[src/rtl/fir_pkg.sv]
// Shared filter-library package.
// Holds the FIR control state encoding and the signed saturation helper
// used by the saturating adders and MAC datapaths.
package fir_pkg;

  typedef enum logic {
    IDLE = 1'b0,
    MAC  = 1'b1
  } state_t;

  // Clamp v to the signed range of a w-bit value. Callers narrow the 32-bit
  // result back to w bits with a size cast.
  function automatic logic signed [31:0] sat(input logic signed [31:0] v,
                                             input int                 w);
    logic signed [31:0] hi, lo;
    hi = (32'sd1 <<< (w - 1)) - 32'sd1;
    lo = -(32'sd1 <<< (w - 1));
    if (v > hi) return hi;
    if (v < lo) return lo;
    return v;
  endfunction

endpackage

[src/rtl/fir_decim_mac.sv]
// One step of the time-multiplexed multiply / saturating accumulate.
// Ports:
//   d        - selected delay-line sample (signed)
//   c        - selected coefficient, Q1.(TAP_COEFF_WIDTH-1) (signed)
//   acc      - current accumulator value
//   acc_next - sat(acc + sat((d*c) >>> (TAP_COEFF_WIDTH-1)))
module fir_decim_mac
  import fir_pkg::*;
#(
  parameter int DATA_WIDTH      = 5,
  parameter int TAP_COEFF_WIDTH = 5
) (
  input  logic signed [DATA_WIDTH-1:0]      d,
  input  logic signed [TAP_COEFF_WIDTH-1:0] c,
  input  logic signed [DATA_WIDTH-1:0]      acc,
  output logic signed [DATA_WIDTH-1:0]      acc_next
);

  localparam int PW = DATA_WIDTH + TAP_COEFF_WIDTH;

  logic signed [PW-1:0]         prod;
  logic signed [PW-1:0]         shifted;
  logic signed [DATA_WIDTH-1:0] term;
  logic signed [DATA_WIDTH:0]   sum;

  // Full-precision product, then drop the coefficient fraction bits
  // (arithmetic shift rounds toward minus infinity).
  assign prod     = PW'(d) * PW'(c);
  assign shifted  = prod >>> (TAP_COEFF_WIDTH - 1);
  assign term     = DATA_WIDTH'(sat(32'(shifted), DATA_WIDTH));
  // One guard bit is enough for the sum of two DATA_WIDTH values.
  assign sum      = (DATA_WIDTH + 1)'(acc) + (DATA_WIDTH + 1)'(term);
  assign acc_next = DATA_WIDTH'(sat(32'(sum), DATA_WIDTH));

endmodule

[src/rtl/fir_decim.sv]
// Decimating FIR with a single shared multiply/saturating-accumulate.
// Accepts samples while IDLE; every DECIM-th accepted sample latches the
// coefficients and runs NUM_TAPS MAC cycles (tap 0 first), then emits one
// output with a one-cycle out_valid pulse.
// Ports:
//   clk, rst_n           - clock, asynchronous active-low reset
//   in, in_valid         - input sample and its valid
//   in_ready             - high while IDLE (sample accepted on in_valid&&in_ready)
//   tap_coeffs[k]        - coefficient multiplying x[n-k]
//   out, out_valid       - decimated output and its update pulse
module fir_decim
  import fir_pkg::*;
#(
  parameter int DATA_WIDTH      = 5,
  parameter int TAP_COEFF_WIDTH = 5,
  parameter int NUM_TAPS        = 50,
  parameter int DECIM           = 4
) (
  input  logic                                      clk,
  input  logic                                      rst_n,
  input  logic signed [DATA_WIDTH-1:0]              in,
  input  logic                                      in_valid,
  output logic                                      in_ready,
  input  logic [NUM_TAPS-1:0][TAP_COEFF_WIDTH-1:0]  tap_coeffs,
  output logic signed [DATA_WIDTH-1:0]              out,
  output logic                                      out_valid
);

  localparam int KW  = $clog2(NUM_TAPS);
  localparam int PHW = (DECIM > 1) ? $clog2(DECIM) : 1;

  state_t                                   state, state_n;
  logic [NUM_TAPS-1:0][DATA_WIDTH-1:0]      dly;
  logic [NUM_TAPS-1:0][TAP_COEFF_WIDTH-1:0] coef;
  logic [KW-1:0]                            k;
  logic [PHW-1:0]                           phase;
  logic signed [DATA_WIDTH-1:0]             acc, acc_next;
  logic                                     accept, start, last;

  assign in_ready = (state == IDLE);
  assign accept   = in_valid && in_ready;
  assign start    = accept && (phase == PHW'(DECIM - 1));
  assign last     = (state == MAC) && (k == KW'(NUM_TAPS - 1));

  fir_decim_mac #(
    .DATA_WIDTH     (DATA_WIDTH),
    .TAP_COEFF_WIDTH(TAP_COEFF_WIDTH)
  ) u_mac (
    .d       ($signed(dly[k])),
    .c       ($signed(coef[k])),
    .acc     (acc),
    .acc_next(acc_next)
  );

  always_ff @(posedge clk or negedge rst_n) begin
    if (!rst_n) state <= IDLE;
    else        state <= state_n;
  end

  always_comb begin
    state_n = state;
    case (state)
      IDLE:    if (start) state_n = MAC;
      MAC:     if (last)  state_n = IDLE;
      default: state_n = IDLE;
    endcase
  end

  always_ff @(posedge clk or negedge rst_n) begin
    if (!rst_n) begin
      dly       <= '0;
      coef      <= '0;
      k         <= '0;
      phase     <= '0;
      acc       <= '0;
      out       <= '0;
      out_valid <= 1'b0;
    end else begin
      out_valid <= 1'b0;
      if (accept) begin
        dly   <= {dly[NUM_TAPS-2:0], in};
        phase <= (phase == PHW'(DECIM - 1)) ? '0 : phase + 1'b1;
      end
      if (start) begin
        k    <= '0;
        acc  <= '0;
        coef <= tap_coeffs;
      end
      // No accept can coincide with MAC (in_ready is low), so the delay
      // line and coefficient latch are frozen for the whole computation.
      if (state == MAC) begin
        acc <= acc_next;
        k   <= k + 1'b1;
        if (last) begin
          out       <= acc_next;
          out_valid <= 1'b1;
        end
      end
    end
  end

endmodule

[config.mk]
export PLATFORM = sky130hd
export DESIGN_NAME = fir_decim
export DESIGN_NICKNAME = d
export VERILOG_FILES = /design/src/rtl/fir_pkg.sv /design/src/rtl/fir_decim_mac.sv /design/src/rtl/fir_decim.sv
export SDC_FILE = /design/constraint.sdc
export NUM_CORES = 1
export LEC_CHECK = 0
export ABC_AREA = 1
export CAP_MARGIN = 0
export CORE_MARGIN = 2
export CORE_UTILIZATION = 57
export DETAILED_ROUTE_END_ITERATION = 10
export PLACE_DENSITY = 0.79
export SYNTH_ARGS = -nofsm -noshare
export SYNTH_HDL_FRONTEND = slang
export SYNTH_SLANG_ARGS = --single-unit
[constraint.sdc]
create_clock -name clk -period 8.42 [get_ports clk]
set_input_delay 1.684 -clock clk [delete_from_list [all_inputs] [get_ports clk]]
set_output_delay 1.684 -clock clk [all_outputs]
set_load 0.02 [all_outputs]
==> impl_metrics.json <==
{
  "cts_buffers": 55,
  "yosysUniqueCellTypes": 45,
  "path_class": "reg -> reg",
  "worstHoldStart": "coef[137]",
  "ant_nets": 0,
  "final_hold_viol_count": 0,
  "hpwl_um": 44470,
  "fin_skew_ps": 24.03,
  "nNetsFinal": 3668,
  "dr_total_vias": 22450,
  "synth_mux_area_frac": 0,
  "synth_top_family_by_area": "simple AND/OR/NAND/NOR gates",
  "r2r_end": "acc[3]",
  "setup_viol": 0,
  "grt_usage": 0.3000,
  "wl_per_cell_um": 17.21,
  "post-cts-setup-buffer-count": 0,
  "synth_common_cells": "1059 x nand2_1, 545 x o21ai_0, 520 x dfrtp_1",
  "yosys.cell_count.top_type": "nand2_1",
  "num_rows": 77,
  "htree_levels": 2,
  "endpoint_kind": "flop",
  "cts_num_sinks": 520,
  "ys_warn_count": 0,
  "rsz0062_at_grt": "false",
  "antenna_found_initial": 0,
  "rrSetupSlack_ps": 570,
  "synth_nets": 3526,
  "synth_area_leader_cell": "dfrtp_1",
  "port_buffers": 264,
  "fin_crit_ps": 7847,
  "grt_pass1_vias": 21949,
  "cap_viol_max_count": 0,
  "drc": 0,
  "synth_top_cells_by_area": "dfrtp_1 51%, nand2_1 16%, o21ai_0 11%",
  "worst_path_most_repeated_cell": "nand2_1",
  "cp.arrival_ps": 8340,
  "worstMarginPinSlew_ps": 1115,
  "required_ps": 8910,
  "seq_area_frac_synth": 0.5119,
  "grt-ovfl-total": 0,
  "yosysTopAreaCellShare": 0.5119,
  "n_antenna_cell": 0,
  "ios": 265,
  "synth_edf_count": 0,
  "hold-worst-slack_ps": 466.3,
  "min_path_type": "reg -> reg",
  "grt_pass1_wl_um": 112700,
  "cp_max_fo": 62,
  "synth_top_flop_cell": "dfrtp_1",
  "timing.fmax_ghz": 0.1274,
  "fillers": 3583,
  "path_clk_slew_ps": 60,
  "wl_um": 69000,
  "cts_buffer_depth": 3,
  "finalCritPeriodShare": 0.9319,
  "coreArea_um2": 44120,
  "fp.dieArea_um2": 46300,
  "synth_compound_area_frac": 0.1653,
  "clk_latency_ps": 620,
  "dieWidth_um": 215.2,
  "crit_path_max_incr_delay_ps": 630,
  "vias_per_cell": 5.600,
  "status": "completed",
  "syn_avg_cell_area_um2": 7.869,
  "start_util": 0.5761,
  "r2r-start": "k[0]",
  "area_growth_pct": 17.97,
  "ff2ff_path_depth": 35,
  "grt_max_degree": 169,
  "postCtsResizedCells": 0,
  "die_height_um": 215.2,
  "synth-seq-cells": 520,
  "cts_tree": "built",
  "layout-drive-gt1-share": 0.04419,
  "first_pass_iters": 6,
  "drt_iter0_drc": 2362,
  "routabilityCongestion": 0.9040,
  "relSlewSlack": 0.2569,
  "syn-instance-count": 3230,
  "postCtsHoldBufs": 0,
  "synth_adder_area_share": 0.02402,
  "whs_endpoint": "coef[137]",
  "async_flop_share": 1.000,
  "synth_xor_area_frac": 0.003446,
  "synth_simple_gate_area_frac": 0.1996,
  "startpoint_type": "flop",
  "maxSlewViolCount": 0,
  "whs_path_depth": 2,
  "syn_area_um2": 25420,
  "critPathSlowestCell": "dfrtp_4",
  "finalSetupTns_ps": 0,
  "cts_root_buffer": "clkbuf_16"
}
-- kinds of logic (layout without fill, tap and decap cells) --
family | count (synthesis) | after routing
xor+xnor | 10 | 10
flops | 520 | 520
buf+inv | 576 | 763
compound gates | 804 | 804
simple gates | 1282 | 1282
fa+ha+maj | 38 | 38
-- registers in the layout, summed over array words and instances, names as in the netlist --
name	count
dly	250
out	5
out_valid	1
coef	250
state	1
k	6
phase	2
acc	5
-- final cells by class --
cell class                 count  area, um^2  share of cell area
clock buffer                  87        1648             0.05495
clock inverter                15       198.9            0.006634
inverter                     362        1366             0.04556
multi-input combinational   2134        9990              0.3331
sequential                   520       13020              0.4342
tap                          592       740.7             0.02470
timing repair buffer         299        3023              0.1008
-- critical path, delay by kind of cell, from the launching register on --
family          cells  cell delay (ps)
fa+ha+maj           6             2180
simple gates       11             1200
buf+inv             6             1320
compound gates     10             1850
xor+xnor            2              500
flops               1              630
-- placed cells by master (no fill, tap or decap), types with 15 or more instances in the layout --
master,instances
nand3_1,153
clkbuf_16,56
o21ai_1,31
buf_4,26
nor2_1,46
clkbuf_1,18
o22ai_1,15
fa_1,18
clkdlybuf4s50_1,263
dfrtp_1,518
o21ai_0,545
nand2_1,1058
o211ai_1,24
inv_1,353
ha_1,20
a21oi_1,163
-- worst max path at each step --
stage | from | endpoint | slack, ps | cells after the start
after global placement | k[0] | acc[3] | 1040 | 35
after detailed placement | k[0] | acc[3] | 690 | 35
after floorplan | k[0] | acc[3] | 1940 | 36
after global routing | k[0] | acc[3] | 130 | 35
final | k[0] | acc[3] | 570 | 35
after CTS | k[0] | acc[3] | 690 | 35
-- per-stage QoR --
| step | setup WS (ps) | cells | utilization | cell area [um^2] |
|---|---|---|---|---|
| finish | 573.4 | 4009 | 0.6796 | 29990 |
| global route | 132.0 | 4009 | 0.6796 | 29990 |
| CTS | 691.2 | 4009 | 0.6796 | 29990 |
| detailed placement | 693.6 | 3907 | 0.6377 | 28140 |
| global placement | 1039 | 3907 | 0.6377 | 28140 |
| floorplan | 1940 | 3230 | - | 25420 |
-- metal layers --
metal  up-vias  global-route usage  part of all wire
met5         -                   0                 0
met2      1002              0.4822              0.47
met3       171             0.03638             0.076
li1      10571                   -                 -
met1     10706              0.4202              0.42
met4         0              0.1159             0.035
Power is left out: the tool's default activity adds up to more than one toggle a clock period on the data nets, which glitch-free logic cannot reach.
